## config.mk

```make
export PLATFORM = sky130hd
export DESIGN_NAME = miner_job_master
export DESIGN_NICKNAME = d
export VERILOG_FILES = /design/src/rtl/miner_regs_pkg.sv /design/src/rtl/miner_job_master.sv
export SDC_FILE = /design/constraint.sdc
export NUM_CORES = 1
export LEC_CHECK = 0
export BUFFER_PORTS_ARGS = -buffer_cell sky130_fd_sc_hd__buf_4
export CORE_AREA = 2 2 297 299
export CTS_BUF_LIST = sky130_fd_sc_hd__clkbuf_16
export DETAILED_ROUTE_END_ITERATION = 7
export DIE_AREA = 0 0 299 301
export PLACE_DENSITY = 0.63
export SLEW_MARGIN = 20
export SYNTH_ARGS = -nofsm -noshare
export SYNTH_HDL_FRONTEND = slang
export SYNTH_SLANG_ARGS = --single-unit
```

## constraint.sdc

```tcl
create_clock -name clk -period 4.2 [get_ports clk]
set_input_delay 0.42 -clock clk [delete_from_list [all_inputs] [get_ports clk]]
set_output_delay 0.42 -clock clk [all_outputs]
set_load 0.01 [all_outputs]
```

## src/rtl/miner_regs_pkg.sv

```systemverilog
// miner_regs_pkg
//   Register map of the miner's 32-bit word-addressed Avalon-MM slave, the
//   bit layout of its CTL and STATUS words, and the job-master FSM states.
//   Shared by miner_job_master and its testbench.
package miner_regs_pkg;

   // Word addresses
   localparam logic [4:0] ADDR_SOLN  = 5'd0;   // solution[31:0]; [63:32] at +1
   localparam logic [4:0] ADDR_STAT  = 5'd2;
   localparam logic [4:0] ADDR_SHA3  = 5'd3;
   localparam logic [4:0] ADDR_HDR   = 5'd4;   // 8 words, MSW first
   localparam logic [4:0] ADDR_DIFF  = 5'd12;  // 8 words, MSW first
   localparam logic [4:0] ADDR_START = 5'd20;  // nonce[63:32], then nonce[31:0]
   localparam logic [4:0] ADDR_CTL   = 5'd22;  // reading it clears the IRQ

   // CTL bit positions
   localparam int CTL_RUN           = 0;
   localparam int CTL_TEST          = 1;
   localparam int CTL_HALT          = 2;
   localparam int CTL_PAD_LAST_LSB  = 16;
   localparam int CTL_PAD_FIRST_LSB = 24;

   // STATUS bit positions; bits 31:24 are unused by the slave, so the master
   // borrows bit 31 to flag a watchdog timeout in its result record.
   localparam int STAT_FOUND   = 0;
   localparam int STAT_RUNNING = 1;
   localparam int STAT_TESTING = 2;
   localparam int STAT_TIMEOUT = 31;

   typedef enum logic [3:0] {
      IDLE,
      WR_HDR,
      WR_DIFF,
      WR_NONCE,
      WR_RUN,
      WAIT_IRQ,
      RD,
      WR_STOP,
      RESULT
   } job_state_e;

   function automatic logic [31:0] ctl_word(input logic [7:0] pad_first,
                                            input logic [7:0] pad_last,
                                            input logic       test,
                                            input logic       halt,
                                            input logic       run);
      logic [31:0] w;
      w = '0;
      w[CTL_PAD_FIRST_LSB +: 8] = pad_first;
      w[CTL_PAD_LAST_LSB +: 8]  = pad_last;
      w[CTL_HALT]               = halt;
      w[CTL_TEST]               = test;
      w[CTL_RUN]                = run;
      return w;
   endfunction

endpackage

```

## src/rtl/miner_job_master.sv

```systemverilog
// miner_job_master
//   Avalon-MM master that takes one mining job from a valid/ready stream,
//   programs the miner slave (header, difficulty, start nonce, CTL run),
//   waits for its IRQ, reads CTL/solution/status back, stops the core and
//   presents a result record on a valid/ready stream.
//
// Ports
//   clk, rst_n           bus clock (shared with the slave), async active-low reset
//   job_*                job stream in (header, difficulty, nonce, pads, test)
//   abort                level; cancels the job in progress with a halt write
//   res_*                result stream out (solution, status, found, aborted)
//   avm_*                Avalon-MM master: no waitrequest, read latency 1
//   irq                  slave IRQ, level until CTL is read
//
// Build option
//   MINER_JOB_MASTER_TIMEOUT_EN  adds a WAIT_IRQ watchdog of TIMEOUT_CYCLES;
//                                expiry takes the abort path with status[31]=1.
import miner_regs_pkg::*;

module miner_job_master #(
   parameter logic [31:0] TIMEOUT_CYCLES = 32'd600_000_000
) (
   input  logic         clk,
   input  logic         rst_n,
   input  logic         job_valid,
   output logic         job_ready,
   input  logic [255:0] job_header,
   input  logic [255:0] job_difficulty,
   input  logic [63:0]  job_nonce,
   input  logic [7:0]   job_pad_first,
   input  logic [7:0]   job_pad_last,
   input  logic         job_test,
   input  logic         abort,
   output logic         res_valid,
   input  logic         res_ready,
   output logic [63:0]  res_solution,
   output logic [31:0]  res_status,
   output logic         res_found,
   output logic         res_aborted,
   output logic [4:0]   avm_address,
   output logic         avm_read,
   output logic         avm_write,
   output logic [31:0]  avm_writedata,
   input  logic [31:0]  avm_readdata,
   input  logic         irq
);

   job_state_e   state;
   logic [2:0]   idx;
   logic [2:0]   idx_nxt;
   logic [255:0] hdr_q;
   logic [255:0] diff_q;
   logic [63:0]  nonce_q;
   logic [7:0]   pad_first_q;
   logic [7:0]   pad_last_q;
   logic         test_q;
   logic         aborted_q;
   logic         rd_vld_p1;
   logic [4:0]   rd_addr_p1;
   logic         abort_window;
   logic         timeout_hit;
   logic         halt_go;

   assign idx_nxt = idx + 3'd1;

   // Word i of a 256-bit field, most significant word first.
   function automatic logic [31:0] word_sel(input logic [255:0] v, input logic [2:0] i);
      logic [7:0] base;
      base = {3'd7 - i, 5'd0};
      return v[base +: 32];
   endfunction

   // Read-back order: CTL first (clears the IRQ), then solution low/high, status.
   function automatic logic [4:0] rd_addr_sel(input logic [2:0] i);
      case (i)
         3'd0:    return ADDR_CTL;
         3'd1:    return ADDR_SOLN;
         3'd2:    return ADDR_SOLN + 5'd1;
         default: return ADDR_STAT;
      endcase
   endfunction

`ifdef MINER_JOB_MASTER_TIMEOUT_EN
   logic [31:0] wait_cnt;

   // Held at zero outside WAIT_IRQ, so it reads 0 on the first WAIT_IRQ cycle.
   always_ff @(posedge clk or negedge rst_n) begin
      if (!rst_n)                 wait_cnt <= '0;
      else if (state != WAIT_IRQ) wait_cnt <= '0;
      else                        wait_cnt <= wait_cnt + 32'd1;
   end

   // An IRQ in the final cycle still counts as a normal completion.
   assign timeout_hit = (state == WAIT_IRQ) && !irq && (wait_cnt == TIMEOUT_CYCLES - 32'd1);
`else
   logic unused_timeout_cfg;
   assign unused_timeout_cfg = ^TIMEOUT_CYCLES;
   assign timeout_hit        = 1'b0;
`endif

   assign abort_window = (state inside {WR_HDR, WR_DIFF, WR_NONCE, WR_RUN, WAIT_IRQ, RD});
   assign halt_go      = abort_window && (abort || timeout_hit);
   assign res_found    = res_status[STAT_FOUND];

   always_ff @(posedge clk or negedge rst_n) begin
      if (!rst_n) begin
         state         <= IDLE;
         idx           <= '0;
         hdr_q         <= '0;
         diff_q        <= '0;
         nonce_q       <= '0;
         pad_first_q   <= '0;
         pad_last_q    <= '0;
         test_q        <= 1'b0;
         aborted_q     <= 1'b0;
         rd_vld_p1     <= 1'b0;
         rd_addr_p1    <= '0;
         job_ready     <= 1'b0;
         res_valid     <= 1'b0;
         res_solution  <= '0;
         res_status    <= '0;
         res_aborted   <= 1'b0;
         avm_address   <= '0;
         avm_read      <= 1'b0;
         avm_write     <= 1'b0;
         avm_writedata <= '0;
      end else begin
         // Strobes are single-cycle unless a state re-asserts them below.
         avm_read  <= 1'b0;
         avm_write <= 1'b0;

         // Stage p0 -> p1: remember which word a read asked for.
         rd_vld_p1  <= avm_read;
         rd_addr_p1 <= avm_address;

         // Stage p1 capture: readdata is valid one cycle after the read.
         // A halt drops any pending capture; the CTL read data is discarded.
         if (state == RD && rd_vld_p1 && !halt_go) begin
            if (rd_addr_p1 == ADDR_SOLN)             res_solution[31:0]  <= avm_readdata;
            else if (rd_addr_p1 == ADDR_SOLN + 5'd1) res_solution[63:32] <= avm_readdata;
            else if (rd_addr_p1 == ADDR_STAT)        res_status          <= avm_readdata;
         end

         if (halt_go) begin
            // The transfer on the bus this cycle completes; halt follows it.
            state         <= WR_STOP;
            aborted_q     <= 1'b1;
            res_solution  <= '0;
            res_status    <= '0;
            res_status[STAT_TIMEOUT] <= timeout_hit;
            avm_write     <= 1'b1;
            avm_address   <= ADDR_CTL;
            avm_writedata <= ctl_word(pad_first_q, pad_last_q, 1'b0, 1'b1, 1'b0);
         end else begin
            case (state)
               IDLE: begin
                  if (job_valid && job_ready) begin
                     job_ready     <= 1'b0;
                     hdr_q         <= job_header;
                     diff_q        <= job_difficulty;
                     nonce_q       <= job_nonce;
                     pad_first_q   <= job_pad_first;
                     pad_last_q    <= job_pad_last;
                     test_q        <= job_test;
                     aborted_q     <= 1'b0;
                     res_solution  <= '0;
                     res_status    <= '0;
                     res_aborted   <= 1'b0;
                     state         <= WR_HDR;
                     idx           <= '0;
                     avm_write     <= 1'b1;
                     avm_address   <= ADDR_HDR;
                     avm_writedata <= word_sel(job_header, 3'd0);
                  end else begin
                     job_ready <= 1'b1;
                  end
               end
               WR_HDR: begin
                  avm_write <= 1'b1;
                  if (idx == 3'd7) begin
                     state         <= WR_DIFF;
                     idx           <= '0;
                     avm_address   <= ADDR_DIFF;
                     avm_writedata <= word_sel(diff_q, 3'd0);
                  end else begin
                     idx           <= idx_nxt;
                     avm_address   <= ADDR_HDR + {2'b00, idx_nxt};
                     avm_writedata <= word_sel(hdr_q, idx_nxt);
                  end
               end
               WR_DIFF: begin
                  avm_write <= 1'b1;
                  if (idx == 3'd7) begin
                     state         <= WR_NONCE;
                     idx           <= '0;
                     avm_address   <= ADDR_START;
                     avm_writedata <= nonce_q[63:32];
                  end else begin
                     idx           <= idx_nxt;
                     avm_address   <= ADDR_DIFF + {2'b00, idx_nxt};
                     avm_writedata <= word_sel(diff_q, idx_nxt);
                  end
               end
               WR_NONCE: begin
                  avm_write <= 1'b1;
                  if (idx == 3'd0) begin
                     idx           <= idx_nxt;
                     avm_address   <= ADDR_START + 5'd1;
                     avm_writedata <= nonce_q[31:0];
                  end else begin
                     state         <= WR_RUN;
                     avm_address   <= ADDR_CTL;
                     avm_writedata <= ctl_word(pad_first_q, pad_last_q, test_q, 1'b0, 1'b1);
                  end
               end
               WR_RUN: state <= WAIT_IRQ;
               WAIT_IRQ: begin
                  if (irq) begin
                     state       <= RD;
                     idx         <= '0;
                     avm_read    <= 1'b1;
                     avm_address <= rd_addr_sel(3'd0);
                  end
               end
               RD: begin
                  // idx 0..3 are reads on the bus; idx 4 is the last capture cycle.
                  if (idx < 3'd3) begin
                     idx         <= idx_nxt;
                     avm_read    <= 1'b1;
                     avm_address <= rd_addr_sel(idx_nxt);
                  end else if (idx == 3'd3) begin
                     idx <= idx_nxt;
                  end else begin
                     state         <= WR_STOP;
                     avm_write     <= 1'b1;
                     avm_address   <= ADDR_CTL;
                     avm_writedata <= ctl_word(pad_first_q, pad_last_q, 1'b0, 1'b0, 1'b0);
                  end
               end
               WR_STOP: begin
                  state       <= RESULT;
                  res_valid   <= 1'b1;
                  res_aborted <= aborted_q;
               end
               RESULT: begin
                  if (res_ready) begin
                     res_valid <= 1'b0;
                     job_ready <= 1'b1;
                     state     <= IDLE;
                  end
               end
               default: state <= IDLE;
            endcase
         end
      end
   end

endmodule

```

After elaboration in Yosys (flattened, before gate mapping). Cells that the tools add are included.

Register bits after elaboration: 745. Input port bits: 631. Logic and storage cells: 152.

$add $sub $neg: 4. Magnitude comparators: 1. Equal/unequal tests: 28. Shift-type cells: 2. Muxes and demuxes: 67. Bitwise operators: 1. Reduce and logical (&&, ||, !) cells: 29.

Operators with widths (number): $mux 32 (17); $shiftx 256x9->32 (2); $mux 64 (4); $pmux 32 s5 (1); $mux 4 (10); $pmux 4 s9 (1); $mux 5 (6); $pmux 5 s6 (1); $mux 3 (6); $ne 3x3->1 const B (6); $eq 4x3->1 const B (4); $pmux 3 s5 (1); $pmux 5 s3 (1); $mux 1 (13); $reduce_and 3->1 (4); $reduce_bool 6->1 (2); $reduce_bool 2->1 (5); $eq 4x2->1 const B (2); $pmux 1 s2 (4); $reduce_and 4->1 (2); $reduce_and 8->1 (1); $reduce_bool 7->1 (1); $eq 3x2->1 const B (2); $logic_not 3->1 (2); other kinds (28) (34).

Depth between registers and ports, before layout. Gate-level depths: netlist of the first run.

Depth after elaboration: 9. Gate-level depth with buffers: 17.

Least setup slack after synthesis of the first run. Ideal clock, no wire load.

Kind: register -> register. Start point: reg idx[0]. End point: reg avm_writedata[11]. Setup time: 0.121 ns. Data arrival time: 3.048 ns. Required time: 4.079 ns. Setup slack: 1.030 ns. Stages on the path, launching flop included: 16. Path buffers: 8. Clock period less this slack: 3.170 ns. Cells stage by stage: dfrtp_1 > buf_6 > buf_6 > buf_6 > buf_6 > buf_4 > inv_1 > ha_1 > buf_2 > buf_4 > clkbuf_1 > mux4_2 > a311oi_1 > nand3_1 > o211ai_1 > nand2_1.

Word-level cells in the longest chain between the ends: 6. Elaborated cells on any way between the ends: 16.

RTL lines: start, declared (RTL line miner_job_master.sv:49) `logic [2:0] idx;`; start signal, assigned (RTL line miner_job_master.sv:186) `idx <= idx_nxt;`; start signal, assigned (RTL line miner_job_master.sv:199) `idx <= idx_nxt;`; start signal, assigned (RTL line miner_job_master.sv:207) `idx <= idx_nxt;`; $add 3x1->3 (RTL line miner_job_master.sv:64) `assign idx_nxt = idx + 3'd1;`; $sub 3x3->3 (RTL line miner_job_master.sv:69) `base = {3'd7 - i, 5'd0};`; $shiftx 256x9->32 (RTL line miner_job_master.sv:70) `return v[base +: 32];`; $mux 32, on equally long branches (RTL line miner_job_master.sv:193, miner_job_master.sv:180); $pmux 32 s5 (RTL line miner_job_master.sv:155) `case (state)`; $mux 32 (RTL line miner_job_master.sv:144) `if (halt_go) begin`; end signal, assigned (RTL line miner_job_master.sv:153) `avm_writedata <= ctl_word(pad_first_q, pad_last_q, 1'b0, 1'b1, 1'b0);`; end signal, assigned (RTL line miner_job_master.sv:197) `avm_writedata <= nonce_q[63:32];`; end signal, assigned (RTL line miner_job_master.sv:201) `avm_writedata <= word_sel(diff_q, idx_nxt);`; end, declared (RTL line miner_job_master.sv:43) `output logic [31:0] avm_writedata,`.

Parallel ways exist; a longest one is shown, timed or not. A chain may end at the register's enable or synchronous reset.

Worst setup path after layout of the first run.
Start point: reg idx[1]. End point: reg avm_writedata[14].

Same word-level chain as after synthesis.

==> key figures, run 1 <==
Floorplanning
  – Die Ht: 301 um
  – CORE AREA: 86480 um^2
  – Row count: 108
  – Initial core utilization: 39.29%
  – DIE WIDTH: 299 um
  – Number of I/O pins: 770
  – Die footprint: roughly 90000 um^2

Pwr
  – Worst VDD drop: about 460 uV
  – Pwr per Cell Area: 653.8 nW/um^2
  – Total chip power: roughly 0.033 W
  – Leak: 22.63 nW

Timing
  – Post-Route Setup TNS: 0 ns
  – Setup WS post-layout: 0.7275 ns
  – Slew Viols, Final: 0
  – Tmin final: 3.473 ns
  – Worst slew pin tran: 1.146 ns
  – Final Hold Vio Count: 0
  – Crit share post-route: 82.68%
  – Slew headroom: 23.45%
  – Fmax: 288.0 MHz
  – RSZ-0062 raised after global routing: false
  – Setup-failing EPs final: 0
  – Clk_skew: between 0.03 and 0.04 ns

Placement
  – Gpl congestion: 0.9180
  – Buffers on Ports: 769
  – Placed wire-length estimate: 93960 um
  – Total placed cells including tap cells: 4406
  – Pre-CTS setup slack: 0.8080 ns

Detailed routing
  – Pre-antenna DRT Iters: 5
  – Vias per cell: roughly 5.3
  – WL final: 131300 um
  – Routed Antenna Nets: 0
  – DR vias: 27573
  – DR DRC count: 0
  – Initial DRC Count: 1793
  – Routed len/inst: around 25 um

Finish
  – Commonest non-fill, non-tap cell in the layout: buf_4
  – Most frequent cells in the layout: buf_4, dfrtp_1, mux2_2
  – Share of cells above drive strength 1: 40.81%
  – Nets: 4573
  – # fillers: 7092
  – Final Util: 57.54%
  – Layout area overhead: 46.47%
  – Non-Filler Instances: 5191

Global route
  – Pin count of the biggest net entering global routing: 108
  – Initial antenna violation count: 37
  – Global-route wire length before repair: around 190000 um
  – Overall Global Routing Usage: 28.63%
  – Grt total ovfl: 0
  – Vias in the first global route: approximately 29000

Synth
  – Syn Inst Count: 2631
  – Post-synth ARST share: 100.0%
  – Avg Synthesized Cell Area: ~13 um^2
  – Ys flop type: dfrtp_1
  – Number of distinct library cells after synthesis: 60
  – Synthesized cell area: roughly 34000 um^2
  – Post-synth EDFFs: 0
  – Synthesis warning total: 0
  – FF+latch count, synth: 745
  – Sequential share of the synthesized area: a little over half
  – Syn_nets: about 3300

Clock network
  – Root buffer cell: clkbuf_16
  – TritonCTS clock tree: built
  – Clk sinks: approximately 750
  – Clock transition at path regs: 0.06 ns
  – Clock Latency Late Sink: 0.67 ns
  – Post-CTS sizing: 0
  – # H-tree levels: 3
  – CTS Buf Count: 86
  – Longest Clk Path Bufs: 3

Flow run
  – Max-Cap Viols: 0

Setup path
  – Startpoint types: register
  – R2R cell count: 11
  – CP max FO: 25
  – Crit end category: register
  – WP data required: 4.77 ns
  – R2r startpoint: idx[1]
  – Crit path kind: reg2reg
  – R2R Path End: avm_writedata[14]
  – Arr. time, crit path: 4.04 ns
  – R2r setup slk: 0.73 ns

Outcome
  – Status: complete, no violations

Hold path
  – Hold Startpoint: job_header[231]
  – Worst Hold Class: in2reg
  – WHS Path Cells: 2
  – Hold EP: hdr_q[231]
## routing by layer
layer | vias up | GRT usage [%] | routed length (um)
li1 | 12240 | - | -
met3 | 297 | 6.003 | 8363
met2 | 1115 | 50.98 | 67800
met5 | - | 0 | 115
met1 | 13903 | 33.03 | 48320
met4 | 18 | 13.04 | 6659
## where the power goes
group          internal [W]  leakage [nW]  switching, W
combinational       0.00604          11.8       0.00653
sequential           0.0102          9.35       0.00205
clock               0.00447          1.48       0.00329
total                0.0207          22.6        0.0119
## worst max path at each step
stage	to	depth (start not counted)	from	slack (ns)
global placement	avm_writedata[14]	11	idx[0]	0.87
CTS	avm_writedata[14]	11	idx[0]	0.79
global route	avm_writedata[12]	11	idx[1]	0.61
finish	avm_writedata[14]	11	idx[1]	0.73
detailed placement	avm_writedata[14]	11	idx[0]	0.81
floorplan	avm_writedata[11]	15	idx[0]	1.03
## critical path: stages (launching register included)
cell       delay [ns]
dfrtp_1          0.44
ha_1             0.27
inv_1            0.09
ha_2             0.38
buf_4            0.37
nand2b_2         0.61
buf_4            0.39
o221ai_1         0.18
a21oi_1          0.27
o2111ai_1        0.18
o211ai_1         0.11
nand2_1          0.07
## layout make-up
type	instances	area, um^2	share of cell area (%)
flip-flops and latches	745	18650	37.47
multi-input cells	1660	14270	28.68
repair buffers	1415	12310	24.73
clock buffers	86	2152	4.325
well taps	1155	1445	2.904
clock inverters	72	764.5	1.536
inverters	26	98.84	0.1986
diodes	32	80.08	0.1609
## registers in the layout, summed over array words and instances (netlist names)
register	count
aborted_q	1
nonce_q	64
state	4
job_ready	1
rd_vld_p1	1
pad_last_q	8
res_solution	64
res_status	32
avm_writedata	32
avm_read	1
pad_first_q	8
avm_write	1
res_valid	1
res_aborted	1
diff_q	256
test_q	1
idx	3
avm_address	5
hdr_q	256
rd_addr_p1	5
## synthesized netlist by cell type, types with 21 or more instances
cell type | n | area (um^2)
a21oi_1 | 166 | 830.8
buf_2 | 105 | 525.5
clkbuf_1 | 55 | 206.5
dfrtp_1 | 745 | 18640
inv_1 | 25 | 93.84
mux2_2 | 601 | 6768
mux2i_1 | 159 | 1592
mux4_2 | 48 | 1081
nand2_1 | 257 | 964.7
nand3_1 | 21 | 105.1
nor2_1 | 45 | 168.9
o211ai_1 | 26 | 195.2
o21ai_0 | 67 | 335.3
o221ai_1 | 33 | 289.0
o22ai_1 | 52 | 325.3
## kinds of logic after synthesis
logic type | after synthesis | synth area share [%]
AO/OA/AOI/OAI | 442 | 8.319
adder cells (fa/ha/maj) | 8 | 0.2946
buffers and inverters | 226 | 3.436
flip-flops | 745 | 54.87
multiplexers | 808 | 27.78
AND/OR/NAND/NOR | 402 | 5.296
## through the flow
stage | instance area (um^2) | hold WS, ns
CTS | 49680 | 0.00002820
global placement | 40810 | 0.3646
finish | 49760 | 0.03298
global route | 49730 | 0.003592
floorplan | 33980 | 0.1244
detailed placement | 40810 | 0.3669
## repair_timing
| action | 4_1_cts | 5_1_grt |
|---|---|---|
| hold endpoints to repair | 698 | 0 |
| hold buffers | 595 | 0 |
| buffers inserted | 0 | 0 |
Note: power is estimated with default switching activity, not from simulation.
==> run 2: changes to the inputs <==
==> constraint.sdc (replaced) <==
create_clock -name clk -period 3.4 [get_ports clk]
set_input_delay 0.34 -clock clk [delete_from_list [all_inputs] [get_ports clk]]
set_output_delay 0.34 -clock clk [all_outputs]
set_load 0.01 [all_outputs]
==> key figures, run 2 (synthesized netlist as in run 1, its figures left out) <==
Timing
  – RSZ-0062 raised after global routing: false
  – Tmin final: 3.288 ns (-0.1844 ns)
  – Worst slew pin tran: 0.8790 ns (-0.2666 ns)
  – Clk_skew: 0.03645 ns (+0.003092 ns)
  – Setup-failing EPs final: 0 (unchanged)
  – Smallest hold slack: 0.09962 ns (+0.06665 ns)
  – Crit share post-route: 96.71% (+14 points)
  – Slew Viols, Final: 0 (unchanged)
  – Fmax: 304.1 MHz (+5.6%)
  – Final Hold Vio Count: 0 (unchanged)
  – Post-Route Setup TNS: 0 ns (unchanged)
  – Slew headroom: 41.40% (+18 points)

Detailed routing
  – Routed len/inst: 25.59 um (+1.2%)
  – WL final: 134200 um (+2.3%)
  – DR DRC count: 0 (unchanged)
  – Initial DRC Count: 1744 (-2.7%)
  – Routed Antenna Nets: 0 (unchanged)
  – DR vias: 27982 (+1.5%)
  – Vias per cell: 5.334 (+0.42%)
  – Pre-antenna DRT Iters: 5 (unchanged)

Clock network
  – Root buffer cell: clkbuf_16
  – TritonCTS clock tree: built
  – Clk sinks: 745 (unchanged)
  – Hold_buf cts: 627 (+5.4%)
  – # H-tree levels: 3 (unchanged)
  – Post-CTS sizing: 0 (unchanged)
  – CTS Buf Count: 85 (-1.2%)
  – Longest Clk Path Bufs: 3 (unchanged)
  – Postcts setup bufs: 0 (unchanged)
  – Clock transition at path regs: 0.07 ns (about the same)
  – Clock Latency Late Sink: 0.66 ns (about the same)

Placement
  – Placed wire-length estimate: 96010 um (+2.2%)
  – Buffers on Ports: 769 (unchanged)
  – Total placed cells including tap cells: 4434 (+0.64%)
  – Gpl congestion: 0.9936 (+8.2%)

Pwr
  – Pwr per Cell Area: 799.9 nW/um^2 (+22%)
  – Internal cell power: 0.02548 W (+23%)
  – Net Sw Power: 0.01470 W (+24%)
  – Flop pwr share: 37.6% (about the same)
  – Combinational share of power: 39.3% (+0.7 points)
  – Leak: 22.88 nW (+1.1%)
  – Worst VDD drop: 565.3 uV (+23%)
  – Clock power frac: 23.1% (-0.8 points)
  – Sw frac: 36.58% (+0.086 points)

Outcome
  – Status: complete, no violations

Setup path
  – CP max FO: 25 (unchanged)
  – Crit end category: register
  – WP data required: 3.91 ns (-0.86 ns)
  – Origin of the worst setup path: idx[0]
  – Crit path kind: reg2reg
  – Arr. time, crit path: 3.79 ns (-0.25 ns)
  – Startpoint types: register
  – R2r startpoint: idx[0]

Global route
  – Overall Global Routing Usage: 29.15% (+0.52 points)
  – Vias in the first global route: 29686 (+1.5%)
  – Grt total ovfl: 0 (unchanged)
  – Pin count of the biggest net entering global routing: 98 (-9.3%)
  – Global-route wire length before repair: 194700 um (+1.8%)
  – Initial antenna violation count: 35 (-5.4%)

Floorplanning
  – Die Ht: 301 um (unchanged)
  – Die footprint: 90000 um^2 (unchanged)
  – Initial core utilization: 39.29% (unchanged)
  – DIE WIDTH: 299 um (unchanged)
  – Row count: 108 (unchanged)
  – CORE AREA: 86480 um^2 (unchanged)
  – Number of I/O pins: 770 (unchanged)

Finish
  – Layout area overhead: 47.85%
  – Nets: 4632 (+1.3%)
  – Most frequent cells in the layout: buf_4, dfrtp_1, dlygate4sd3_1
  – FF+latch area: 18650 um^2 (unchanged)
  – # fillers: 7075 (-0.24%)
  – Final Util: 58.08% (+0.54 points)
  – Footprint of the multi-input gates: 14270 um^2 (unchanged)
  – Non-Filler Instances: 5246 (+1.1%)
  – Share of cells above drive strength 1: 40.71% (-0.10 points)
  – Commonest non-fill, non-tap cell in the layout: buf_4
  – Regs by FF count: diff_q x256, hdr_q x256

Flow run
  – Max-Cap Viols: 0 (unchanged)

Hold path
  – Worst Hold Class: in2reg
  – Hold Startpoint: irq
-- run 2: changes by cell type in the layout (fill, tap and decap cells not counted), moves of 2 or more --
cell           change
bufinv_16          -2
clkinv_4           -3
clkinv_1           +5
inv_1              +2
dlygate4sd3_1     +32
diode_2            -4
clkinv_16          -2
buf_4             +21
buf_12             +7
-- run 2: routing by layer --
metal,global-route usage [%],routed length [um],vias to the layer above
li1,-,-,12371
met1,32.88,49520,14205
met2,53.13,70100,1090
met3,6.378,8678,288
met4,12.07,5737,28
met5,0,204,-
-- run 2: cell type report --
type / instances / area share [%]
clock inverters: 72 / 1.295
flip-flops and latches: 745 / 37.12
inverters: 26 / 0.1968
repair buffers: 1475 / 25.73
diodes: 28 / 0.1395
clock buffers: 85 / 4.234
multi-input cells: 1660 / 28.41
well taps: 1155 / 2.877
-- run 2: final timing paths --
path,cells after the start,slack (ns),end
max in group asynchronous,4,1.98,diff_q[185]
min in group asynchronous,2,0.25,hdr_q[148]
min reg2reg,0,0.39,rd_vld_p1
max reg2reg,9,0.11,avm_writedata[16]
max,9,0.11,avm_writedata[16]
min,3,0.1,avm_read
-- run 2: stage by stage --
step | worst slack, ns | power (W) | cell area (um^2)
2_1_floorplan | 0.2304 | 0.02403 | 33980
3_3_place_gp | 0.2540 | 0.02993 | 41110
3_5_place_dp | 0.2566 | 0.03023 | 41110
4_1_cts | 0.2263 | 0.04022 | 50160
5_1_grt | 0.03438 | 0.04203 | 50210
6_report | 0.1118 | 0.04018 | 50230
-- run 2: worst max-delay path: stages, from the launching register on --
cell       delay, ns
dfrtp_4         0.52
ha_1            0.27
inv_1           0.11
ha_2            0.31
buf_4           0.26
nand2_2         0.54
o22ai_1         0.18
o221a_2         0.26
a2111oi_0       0.50
o22ai_1         0.17
-- run 2: power groups by stage --
stage | clock, W | combinational [W] | sequential [W]
floorplan | 0 | 0.00998 | 0.0141
finish | 0.00926 | 0.0158 | 0.0151
global route | 0.00979 | 0.0168 | 0.0155
detailed placement | 0 | 0.0151 | 0.0151
CTS | 0.00944 | 0.0158 | 0.0150
global placement | 0 | 0.0149 | 0.0150
==> run 3: changes to the inputs <==
--- a/config.mk
+++ b/config.mk
@@ -6,10 +6,10 @@
 export NUM_CORES = 1
 export LEC_CHECK = 0
 export BUFFER_PORTS_ARGS = -buffer_cell sky130_fd_sc_hd__buf_4
-export CORE_AREA = 2 2 297 299
+export CORE_AREA = 2 2 298 300
 export CTS_BUF_LIST = sky130_fd_sc_hd__clkbuf_16
 export DETAILED_ROUTE_END_ITERATION = 7
-export DIE_AREA = 0 0 299 301
+export DIE_AREA = 0 0 300 302
 export PLACE_DENSITY = 0.63
 export SLEW_MARGIN = 20
 export SYNTH_ARGS = -nofsm -noshare
==> key figures, run 3 (synthesized netlist as in run 1, its figures left out) <==
Global route
  – Global-route wire length before repair: 192500 um (-1.2%)
  – Grt total ovfl: 0 (unchanged)
  – Overall Global Routing Usage: 28.81% (-0.34 points)
  – Vias in the first global route: 29704 (+0.061%)
  – Initial antenna violation count: 47 (+34%)
  – Pin count of the biggest net entering global routing: 120 (+22%)

Hold path
  – Hold Startpoint: irq
  – Hold EP: avm_read
  – Worst Hold Class: in2reg
  – WHS Path Cells: 3 (unchanged)

Setup path
  – R2r startpoint: idx[0]
  – Arr. time, crit path: 3.46 ns (-0.33 ns)
  – Origin of the worst setup path: idx[0]
  – Crit path largest cell delay: 0.57 ns (+0.03 ns)
  – Crit path kind: reg2reg
  – CP max FO: 83 (+230%)
  – WP data required: 3.96 ns (+0.05 ns)
  – R2r setup slk: 0.51 ns (+0.40 ns)
  – Startpoint types: register
  – R2R cell count: 7 (-2)
  – R2R Path End: avm_writedata[6]
  – Crit end category: register
  – Worst-path cell chain: buf_12, buf_4, mux4_2, a21oi_1, o2111ai_1, o211ai_1, nand2_1
  – Slowest-stage cell, CP: mux4_2

Timing
  – Slew Viols, Final: 0 (unchanged)
  – Setup-failing EPs final: 0 (unchanged)
  – Crit share post-route: 85.07% (-12 points)
  – RSZ-0062 raised after global routing: false
  – Setup WS post-layout: 0.5077 ns (+0.3959 ns)
  – Final Hold Vio Count: 0 (unchanged)
  – Worst slew pin tran: 1.070 ns (+0.1910 ns)
  – Tmin final: 2.892 ns (-0.3959 ns)
  – Slew headroom: 28.66% (-13 points)
  – Clk_skew: 0.02668 ns (-0.009767 ns)
  – Fmax: 345.7 MHz (+14%)
  – Post-Route Setup TNS: 0 ns (unchanged)

Placement
  – Pre-CTS setup slack: 0.5246 ns (+0.2680 ns)
  – Placed wire-length estimate: 94600 um (-1.5%)
  – Buffers on Ports: 769 (unchanged)
  – Gpl congestion: 0.8577 (-14%)
  – Total placed cells including tap cells: 4438 (+0.090%)

Detailed routing
  – Routed Antenna Nets: 0 (unchanged)
  – Pre-antenna DRT Iters: 7 (+2)
  – WL final: 132900 um (-1.0%)
  – Initial DRC Count: 1936 (+11%)
  – Vias per cell: 5.310 (-0.44%)
  – DR vias: 27917 (-0.23%)
  – DR DRC count: 0 (unchanged)
  – Routed len/inst: 25.28 um (-1.2%)

Floorplanning
  – Row count: 109 (+0.93%)
  – Die footprint: 90600 um^2 (+0.67%)
  – Initial core utilization: 38.81% (-0.48 points)
  – CORE AREA: 87560 um^2 (+1.2%)
  – Number of I/O pins: 770 (unchanged)
  – DIE WIDTH: 300 um (+0.33%)
  – Die Ht: 302 um (+0.33%)

Clock network
  – Clock transition at path regs: 0.06 ns (about the same)
  – Postcts setup bufs: 0 (unchanged)
  – Longest Clk Path Bufs: 3 (unchanged)
  – Clk sinks: 745 (unchanged)
  – Root buffer cell: clkbuf_16
  – Hold_buf cts: 627 (unchanged)
  – Clock Latency Late Sink: 0.68 ns (+0.02 ns)
  – # H-tree levels: 3 (unchanged)
  – TritonCTS clock tree: built
  – Post-CTS sizing: 0 (unchanged)
  – CTS Buf Count: 86 (+1.2%)

Flow run
  – Max-Cap Viols: 0 (unchanged)

Pwr
  – Sw frac: 36.04% (-0.54 points)
  – Net Sw Power: 0.01432 W (-2.6%)
  – Pwr per Cell Area: 791.9 nW/um^2 (-1.0%)
  – Internal cell power: 0.02541 W (-0.28%)
  – Leak: 22.81 nW (-0.26%)
  – Flop pwr share: 38.3% (+0.7 points)
  – Total chip power: 0.03973 W (-1.1%)
  – Combinational share of power: 38.9% (-0.4 points)
  – Clock power frac: 22.9% (-0.2 points)
  – Worst VDD drop: 826.9 uV (+46%)

Finish
  – Most frequent cells in the layout: buf_4, dfrtp_1, dlygate4sd3_1
  – Nets: 4627 (-0.11%)
  – Layout area overhead: 47.68%
  – Final Util: 57.31% (-0.78 points)
  – Share of cells above drive strength 1: 40.59% (-0.12 points)
  – Regs by FF count: diff_q x256, hdr_q x256
  – Commonest non-fill, non-tap cell in the layout: buf_4
  – Non-Filler Instances: 5257 (+0.21%)

Outcome
  – Status: complete, no violations
## run 3: per-layer routing
metal  vias to the layer above  global-route usage, %  share of wire [%]
li1                      12389                      -                  -
met1                     14093                  31.87                 36
met2                      1092                  51.79                 52
met3                       315                  6.328                6.6
met4                        28                  15.19                5.3
met5                         -                      0               0.14
## run 3: critical path, delay by kind of cell, from the launching register on
kind | cells | cell delay, ns
mux | 1 | 0.57
flops | 1 | 0.46
simple gates | 1 | 0.07
buf+inv | 2 | 0.94
compound gates | 3 | 0.62
## run 3: worst max path at each step
| stage | end | slack [ns] | cells after the start |
|---|---|---|---|
| after floorplan | avm_writedata[11] | 0.23 | 15 |
| after global routing | avm_writedata[16] | 0.31 | 10 |
| after global placement | avm_writedata[27] | 0.54 | 10 |
| after detailed placement | avm_writedata[16] | 0.52 | 10 |
| final | avm_writedata[6] | 0.51 | 7 |
| after CTS | avm_writedata[16] | 0.52 | 10 |
## run 3: stage by stage
stage	cell area [um^2]	hold WS (ns)
3_5_place_dp	41080	0.4014
6_report	50180	0.08027
4_1_cts	50080	0.04679
3_3_place_gp	41080	0.3904
2_1_floorplan	33980	0.04441
5_1_grt	50150	0.1105
## run 3: cell type report
cell class	instances	area, um^2
Fill cell	7141	37380
Sequential cell	745	18650
Multi-Input combinational cell	1660	14270
Timing Repair Buffer	1469	12880
Clock buffer	91	2277
Tap cell	1165	1458
Clock inverter	64	450.4
Inverter	26	98.84
Antenna cell	37	92.59
## run 3: power groups by stage
stage | clock (W) | sequential (W) | combinational [W]
after floorplan | 0 | 0.0141 | 0.00998
after global placement | 0 | 0.0152 | 0.0146
after detailed placement | 0 | 0.0153 | 0.0148
after CTS | 0.00926 | 0.0151 | 0.0155
after global routing | 0.00966 | 0.0156 | 0.0165
final | 0.00908 | 0.0152 | 0.0155
